==> config.mk <==
export PLATFORM = sky130hd
export DESIGN_NAME = y_dequantizer
export DESIGN_NICKNAME = d
export VERILOG_FILES = /design/src/rtl/y_dequantizer.sv
export SDC_FILE = /design/constraint.sdc
export NUM_CORES = 1
export LEC_CHECK = 0
export BUFFER_PORTS_ARGS = -buffer_cell sky130_fd_sc_hd__buf_2
export CORE_AREA = 2 2 309 311
export CTS_BUF_LIST = sky130_fd_sc_hd__clkbuf_8 sky130_fd_sc_hd__clkbuf_16
export DETAILED_ROUTE_END_ITERATION = 10
export DIE_AREA = 0 0 311 313
export PLACE_DENSITY = 0.54
export SLEW_MARGIN = 5
export SYNTH_ARGS = -nofsm -noshare
export SYNTH_HDL_FRONTEND = slang
export SYNTH_SLANG_ARGS = --single-unit
==> constraint.sdc <==
create_clock -name clk -period 46.9 [get_ports clk]
set_input_delay 2.345 -clock clk [delete_from_list [all_inputs] [get_ports clk]]
set_output_delay 2.345 -clock clk [all_outputs]
set_load 0.05 [all_outputs]
==> src/rtl/y_dequantizer.sv <==
// rtl/y_dequantizer.sv - luminance dequantizer: 64 raster-order coefficients in, saturated 8x8 block out
// Two-stage datapath (capture, multiply/clamp/write) feeding a single block buffer.
module y_dequantizer #(
   parameter logic [511:0] Q_TABLE = {64{8'd1}},
   parameter int           OUT_W   = 12
) (
   input  logic                           clk,
   input  logic                           rst,
   input  logic                           in_valid,
   output logic                           in_ready,
   input  logic [10:0]                    in_coef,
   output logic [7:0][7:0][OUT_W-1:0]     out_block,
   output logic                           out_valid,
   input  logic                           out_ready,
   output logic                           out_sat
);

   typedef enum logic [1:0] {FILL, DRAIN, FULL} state_t;

   localparam logic signed [19:0] SAT_HI = 20'((1 << (OUT_W - 1)) - 1);
   localparam logic signed [19:0] SAT_LO = ~SAT_HI;

   state_t             state;
   state_t             state_nxt;
   logic               in_ready_nxt;
   logic               out_sat_nxt;
   logic               accept;
   logic [5:0]         k;
   logic               s1_valid;
   logic [5:0]         s1_k;
   logic [10:0]        s1_coef;
   logic               sticky;
   logic [7:0]         q_sel;
   logic signed [19:0] prod;
   logic [OUT_W-1:0]   clamped;
   logic               clamp_hit;

   assign accept = in_valid & in_ready;

   always_ff @(posedge clk or posedge rst) begin
      if (rst) begin
         state    <= FILL;
         in_ready <= 1'b0;
         out_sat  <= 1'b0;
      end else begin
         state    <= state_nxt;
         in_ready <= in_ready_nxt;
         out_sat  <= out_sat_nxt;
      end
   end

   // DRAIN ends once stage 1 holds nothing, i.e. the last coefficient has been written.
   always_comb begin
      state_nxt = state;
      case (state)
         FILL:    if (accept && k == 6'd63) state_nxt = DRAIN;
         DRAIN:   if (!s1_valid)            state_nxt = FULL;
         FULL:    if (out_ready)            state_nxt = FILL;
         default:                           state_nxt = FILL;
      endcase
   end

   always_comb begin
      in_ready_nxt = (state_nxt == FILL);
      out_valid    = (state == FULL);
      out_sat_nxt  = out_sat;
      if (state == DRAIN && state_nxt == FULL)
         out_sat_nxt = sticky;
      else if (state == FULL && state_nxt == FILL)
         out_sat_nxt = 1'b0;
   end

   // Product range is at most 1024*255, so 20 signed bits hold it exactly.
   always_comb begin
      q_sel     = Q_TABLE[{s1_k, 3'b000} +: 8];
      prod      = $signed({{9{s1_coef[10]}}, s1_coef}) * $signed({12'b0, q_sel});
      clamp_hit = 1'b0;
      clamped   = prod[OUT_W-1:0];
      if (prod > SAT_HI) begin
         clamped   = SAT_HI[OUT_W-1:0];
         clamp_hit = 1'b1;
      end else if (prod < SAT_LO) begin
         clamped   = SAT_LO[OUT_W-1:0];
         clamp_hit = 1'b1;
      end
   end

   always_ff @(posedge clk or posedge rst) begin
      if (rst) begin
         k         <= 6'd0;
         s1_valid  <= 1'b0;
         s1_k      <= 6'd0;
         s1_coef   <= 11'd0;
         sticky    <= 1'b0;
         out_block <= '0;
      end else begin
         s1_valid <= accept;
         if (accept) begin
            k       <= k + 6'd1;
            s1_k    <= k;
            s1_coef <= in_coef;
         end
         if (s1_valid)
            out_block[s1_k[5:3]][s1_k[2:0]] <= clamped;
         if (state == FULL && out_ready)
            sticky <= 1'b0;
         else if (s1_valid && clamp_hit)
            sticky <= 1'b1;
      end
   end

endmodule

==> run metrics, run 1 <==
outcome finished clean; Clock Skew 0.0196 ns; CP max FO 157; sequential fraction of the synthesis area 66.0%; total negative slack 0 ns; Vias/cell 4.77; Reg clk slew, reported paths 0.06 ns; flops & latches, synth 797; Max Cap Viol 0; WP data arrival 5.76 ns; Post-CTS Hold Fix Bufs 0; via count 18800; Finished Layout Cells 3938; share of cells above drive strength 1 66.3%; H-tree levels 3; dpl hpwl 67.9 mm; Layout Area Growth over Synthesis 26.5%; total power draw 3.00 mW; CTS max path bufs 3; crit path time final 5.12 ns; row cnt 113; Starting Density 32.1%; GPL Wtd Cong 0.783; startpoint types primary input; DRT iter0 DRCs 922; first-pass GRT wire length 144 mm; slowest CP cell buf_4; initial antenna violation count 9; Post-Place Cells 3781; num ports 786; LEAKAGE 20.8 nW; IO Port Bufs 785; # DRC 0; Cell Area, Synth 30200 sq um; post-layout util 40.6%; sum of buffers and inverters on the critical path 5; async set-or-reset flop fraction in the synthesized netlist 100%; Critical Path Most Common Cell buf_4; Num CTS Buffers 89; pwr dens 78.4 nW/um^2; Core Box Area 94200 sq um; fin crit share 10.9%; max incr delay on CP 0.86 ns; number of global-route vias before repair 20000; syn nets 1874; RSZ-0062 raised after global routing no; Main synth FF type dfrtp_1; WHS 0.484 ns; Final setup viols 0; WL final 99.7 mm; post-CTS resize count 0; Worst-Skew Late Latency 0.65 ns; drt pass-1 iters 4; die area 97300 sq um; Post-synth EDFFs 0; Mean Syn Cell Area 16.3 sq um; Rel. slew slack 14.5%; Fin. Hold Viols 0; maximum number of pins on one net before global-route repair 158; CTS sink count 797; post-synth cell types 41; Setup Crit Path Kind in2async; crit end category async pin; Post-CTS Setup Bufs 0; Synth warnings 0; Die W 311 um; post-synthesis cell count 1858; Max IR drop VDD 45.0 uV; maximum clock frequency 195 MHz; gr usage total 20.2%; WL per Instance 25.3 um; Die H 313 um; fin. max-slew vios 0; Root Buffer Master clkbuf_16; critical path required time 47.54 ns; actual slew at the worst max-slew pin 1.28 ns; delay-heaviest family, CP buffers and inverters; Register-to-Register Path Depth 3; Final nets 2623; GRT overflow 0; Worst Hold Class reg2reg; Crit. path cell count 5; hold path cells 1; CTS tree yes; CP Cell Sequence buf_2, inv_8, buf_12, buf_4, buf_4; DRT antenna net count 0
logic make-up after synthesis:
kind of cell | synth area share, %
flops | 66.0
mux | 29.3
buf+inv | 2.45
simple gates | 1.98
compound gates | 0.170
xor+xnor | 0.145
fa+ha+maj | 0.0414
power by group:
group	switching [mW]	internal (mW)
Combinational	0.987	0.308
Clock	0.280	0.410
Sequential	0.123	0.892
sequential cells by signal (all words and copies together), names as in the netlist:
| register | count |
|---|---|
| in_ready | 1 |
| k | 6 |
| out_block | 768 |
| out_sat | 1 |
| s1_coef | 11 |
| s1_k | 6 |
| s1_valid | 1 |
| state | 2 |
| sticky | 1 |
Yosys cell counts, types with 3 or more instances:
library cell	n	share of area, %
mux2_1	6	0.22
clkbuf_2	4	0.066
nand4b_2	3	0.15
and4b_1	4	0.13
clkbuf_1	85	1.1
buf_2	56	0.93
nor2_1	25	0.31
or3b_1	3	0.087
nor2b_1	4	0.083
nand2_1	25	0.31
nor2_2	4	0.083
mux2_2	780	29
dfrtp_1	797	66
xnor2_1	4	0.12
buf_4	14	0.35
nand2b_1	3	0.062
nand3b_1	3	0.074
nand4_1	5	0.10
and2b_1	3	0.074
layout make-up:
| type | instances | area [sq um] |
|---|---|---|
| fill | 8991 | 55900 |
| sequential | 797 | 20000 |
| multi-input combinational | 898 | 9570 |
| timing repair buffer | 819 | 4200 |
| clock buffer | 109 | 2550 |
| tap | 1265 | 1580 |
| clock inverter | 44 | 358 |
| inverter | 2 | 15.0 |
| antenna | 4 | 10.0 |
stage by stage:
step	instance area, sq um	worst slack (ns)
after detailed placement	35300	40.98
after floorplan	30200	22.17
final	38200	41.78
after global routing	38200	41.24
after CTS	38200	41.69
after global placement	35300	41.16
cells in the final DEF (no fill, tap or decap), drive strengths merged, types with 2 or more instances in the layout:
cell	n
a21oi	2
and2b	3
and3	2
and4b	4
and4bb	2
buf	819
bufinv	5
clkbuf	109
clkinv	18
clkinvlp	3
dfrtp	797
diode	4
inv	20
mux2	786
nand2	25
nand2b	3
nand3	2
nand3b	3
nand4	5
nand4b	3
nor2	29
nor2b	4
nor3b	3
o21ai	2
or3b	4
xnor2	4
final timing paths:
| path | start | end | slack (ns) |
|---|---|---|---|
| worst max-delay path | rst | out_block[758] | 41.78 |
| worst min-delay path | out_block[44] | out_block[44] | 0.48 |
| worst max register to register | s1_k[2] | out_block[424] | 43.97 |
| worst min register to register | out_block[44] | out_block[44] | 0.48 |
| max in group clk | state[0] | out_valid | 42.83 |
| min in group asynchronous | rst | out_block[528] | 1.85 |
layer usage:
metal,track usage (%),routed length (um)
met3,4.10,5270
met2,35.5,51400
met5,0,0
met1,23.6,38400
met4,9.90,4730
No activity file was read; power rests on OpenSTA's default activity.
==> inputs of run 2 (changes only) <==
--- a/config.mk
+++ b/config.mk
@@ -5,12 +5,13 @@
 export SDC_FILE = /design/constraint.sdc
 export NUM_CORES = 1
 export LEC_CHECK = 0
+export ABC_AREA = 1
 export BUFFER_PORTS_ARGS = -buffer_cell sky130_fd_sc_hd__buf_2
 export CORE_AREA = 2 2 309 311
 export CTS_BUF_LIST = sky130_fd_sc_hd__clkbuf_8 sky130_fd_sc_hd__clkbuf_16
 export DETAILED_ROUTE_END_ITERATION = 10
 export DIE_AREA = 0 0 311 313
-export PLACE_DENSITY = 0.54
+export PLACE_DENSITY = 0.52
 export SLEW_MARGIN = 5
 export SYNTH_ARGS = -nofsm -noshare
 export SYNTH_HDL_FRONTEND = slang
==> constraint.sdc (replaced) <==
create_clock -name clk -period 4.8 [get_ports clk]
set_input_delay 0.24 -clock clk [delete_from_list [all_inputs] [get_ports clk]]
set_output_delay 0.24 -clock clk [all_outputs]
set_load 0.05 [all_outputs]
==> run metrics, run 2 <==
Vias/cell 4.58 (was 4.77); Mean Syn Cell Area 10.1 sq um (was 16.3 sq um); commonest cells in the netlist nand2_1, dfrtp_1, o21ai_0 (was dfrtp_1, mux2_2, clkbuf_1); commonest non-fill, non-tap cell in the layout nand2_1 (was dfrtp_1); Max Cap Viol 0 (unchanged); CTS tree yes (unchanged); Num CTS Buffers 90 (was 89); Die H 313 um (unchanged); number of global-route vias before repair 21600 (was 20000); Biggest register out_block (unchanged); maximum number of pins on one net before global-route repair 171 (was 158); maximum clock frequency 355 MHz; syn nets 2851 (was 1874); Layout Area Growth over Synthesis 28.8% (was 26.5%); GPL Wtd Cong 0.780 (was 0.783); Worst-Skew Late Latency 0.67 ns (was 0.65 ns); post-route cell area 36800 sq um (was 38200 sq um); GRT overflow 0 (unchanged); Max IR drop VDD 394 uV (was 45.0 uV); first-pass GRT wire length 156 mm (was 144 mm); startpoint types register (was primary input); sequential fraction of the synthesis area 69.8% (was 66.0%); num ports 786 (unchanged); actual slew at the worst max-slew pin 1.19 ns (was 1.28 ns); Clock Skew 0.0228 ns (was 0.0196 ns); Reg area 19900 sq um (was 20000 sq um); Post-Place Cells 4700 (was 3781); footprint of the multi-input gates 7560 sq um (was 9570 sq um); Fin. Hold Viols 0 (unchanged); Worst Hold Class in2async (was reg2reg); top-area cell type share of the netlist area 69.8% (was 66.0%); Root Buffer Master clkbuf_16 (unchanged); dpl hpwl 71.1 mm (was 67.9 mm); async set-or-reset flop fraction in the synthesized netlist 100% (unchanged); Post-CTS Setup Bufs 0 (unchanged); max reg flops 768 (unchanged); initial antenna violation count 6 (was 9); fin crit share 58.6%; CTS max path bufs 3 (unchanged); Reg clk slew, reported paths 0.06 ns (about the same); Post-synth EDFFs 0 (unchanged); Starting Density 30.3% (was 32.1%); most frequent cells in the layout nand2_1, dfrtp_1, buf_2 (was dfrtp_1, buf_2, mux2_2); RSZ-0062 raised after global routing no (unchanged); Main synth FF type dfrtp_1 (unchanged); pwr dens 830 nW/um^2 (was 78.4 nW/um^2); H-tree levels 3 (unchanged); via count 22300 (was 18800); WL per Instance 21.9 um (was 25.3 um); crit path time final 2.81 ns; dominant cell by count in the synthesized netlist nand2_1 (was dfrtp_1); Synth warnings 0 (unchanged); DRT antenna net count 0 (unchanged); WP data arrival 3.37 ns (was 5.76 ns); Core Box Area 94200 sq um (unchanged); DRT iter0 DRCs 1677 (was 922); # DRC 0 (unchanged); Final setup viols 0 (unchanged); CP max FO 22 (was 157); Top Registers out_block (768), s1_coef (11) (unchanged); gr usage total 21.6% (was 20.2%); dominant cell type by area after synthesis dfrtp_1 (unchanged); row cnt 113 (unchanged); fin. max-slew vios 0 (unchanged); post-synth cell types 21 (was 41); Die W 311 um (unchanged); Finished Layout Cells 4878 (was 3938); CTS sink count 797 (unchanged); Final nets 3557 (was 2623); Area contributors post-synth dfrtp_1, nand2_1, o21ai_0, clkbuf_1, inv_1 (was dfrtp_1, mux2_2, clkbuf_1, buf_2, buf_4); outcome finished clean (unchanged); critical path required time 5.36 ns (was 47.54 ns); fill count 9579 (was 8991); IO Port Bufs 785 (unchanged); flops & latches, synth 797 (unchanged); WL final 107 mm (was 99.7 mm); area after detailed placement 33600 sq um (was 35300 sq um); share of cells above drive strength 1 27.1% (was 66.3%); die area 97300 sq um (unchanged); crit end category register (was async pin); post-synthesis cell count 2835 (was 1858); Rel. slew slack 20.3% (was 14.5%); drt pass-1 iters 5 (was 4); Cell Area, Synth 28600 sq um (was 30200 sq um); Setup Crit Path Kind reg2reg (was in2async); LEAKAGE 20.0 nW (was 20.8 nW)
## run 2: changes by cell type after synthesis, moves of 43 or more
cell / delta
mux2_2: -780
nand3_1: +43
inv_1: +65
o21ai_0: +655
nand2_1: +974
clkbuf_1: +118
buf_2: -47
## run 2: worst paths after layout
| check | startpoint | endpoint | slack [ns] | cells after the start |
|---|---|---|---|---|
| min in group clk | in_coef[4] | s1_coef[4] | 0.35 | 4 |
| worst min-delay path | rst | out_block[687] | 0.25 | 3 |
| max in group asynchronous | rst | out_block[43] | 3.11 | 4 |
| worst min register to register | out_block[418] | out_block[418] | 0.46 | 2 |
| worst max-delay path | s1_valid | out_block[384] | 1.99 | 6 |
| worst max register to register | s1_valid | out_block[384] | 1.99 | 6 |
## run 2: report_power, final
group          internal [mW]  switching, mW
clock network           4.22           2.93
logic                   2.39           10.9
registers               8.90           1.21
## run 2: logic make-up (layout without fill, tap and decap cells)
logic type / after synthesis / after routing / share of synthesized area (%)
adders and majority gates: 1 / 1 / 0.0438
buffers and inverters: 284 / 1061 / 3.80
AOI/OAI and AO/OA: 661 / 661 / 11.6
DFF: 797 / 797 / 69.8
and+or+nand+nor: 1088 / 1088 / 14.6
other: 0 / 1 / 0
xor gates and xnor gates: 4 / 4 / 0.123
## run 2: worst max-delay path, stage by stage (launching register included)
cell and delay (ns):
dfrtp_1 0.37, inv_1 0.10, nor2_1 0.18, nand2_1 0.34
inv_1 0.64, nand2_1 0.69, o21ai_0 0.37
## run 2: repair_timing
item                      CTS  global route
hold buffers               14             0
resized for setup           0             0
hold endpoints to repair   29             0
## run 2: area by class of cell
cell class / count / area share, %
Inverter: 69 / 0.714
Timing Repair Buffer: 829 / 11.9
Antenna cell: 1 / 0.00680
Clock buffer: 109 / 6.83
Sequential cell: 797 / 54.2
Tap cell: 1265 / 4.30
Clock inverter: 54 / 1.54
Multi-Input combinational cell: 1754 / 20.6
## run 2: per-layer routing
metal	vias to the layer above	wire length, um	global-route usage [%]
met5	-	21	0
met4	4	3610	8.04
met2	651	52100	36.1
li1	10500	-	-
met1	11000	44700	27.3
met3	155	6440	5.26
## run 2: stage by stage
| step | total power [mW] | hold WS (ns) | TNS (ns) | setup slack, ns | utilization, % |
|---|---|---|---|---|---|
| after floorplan | 19.7 | 0.350 | -5083.88 | -6.38 | - |
| after global placement | 23.5 | 0.392 | 0 | 1.92 | 35.7 |
| after detailed placement | 23.6 | 0.388 | 0 | 1.87 | 35.7 |
| after CTS | 30.9 | 0.200 | 0 | 1.85 | 39.1 |
| after global routing | 32.0 | 0.257 | 0 | 1.69 | 39.1 |
| final | 30.6 | 0.248 | 0 | 1.99 | 39.1 |
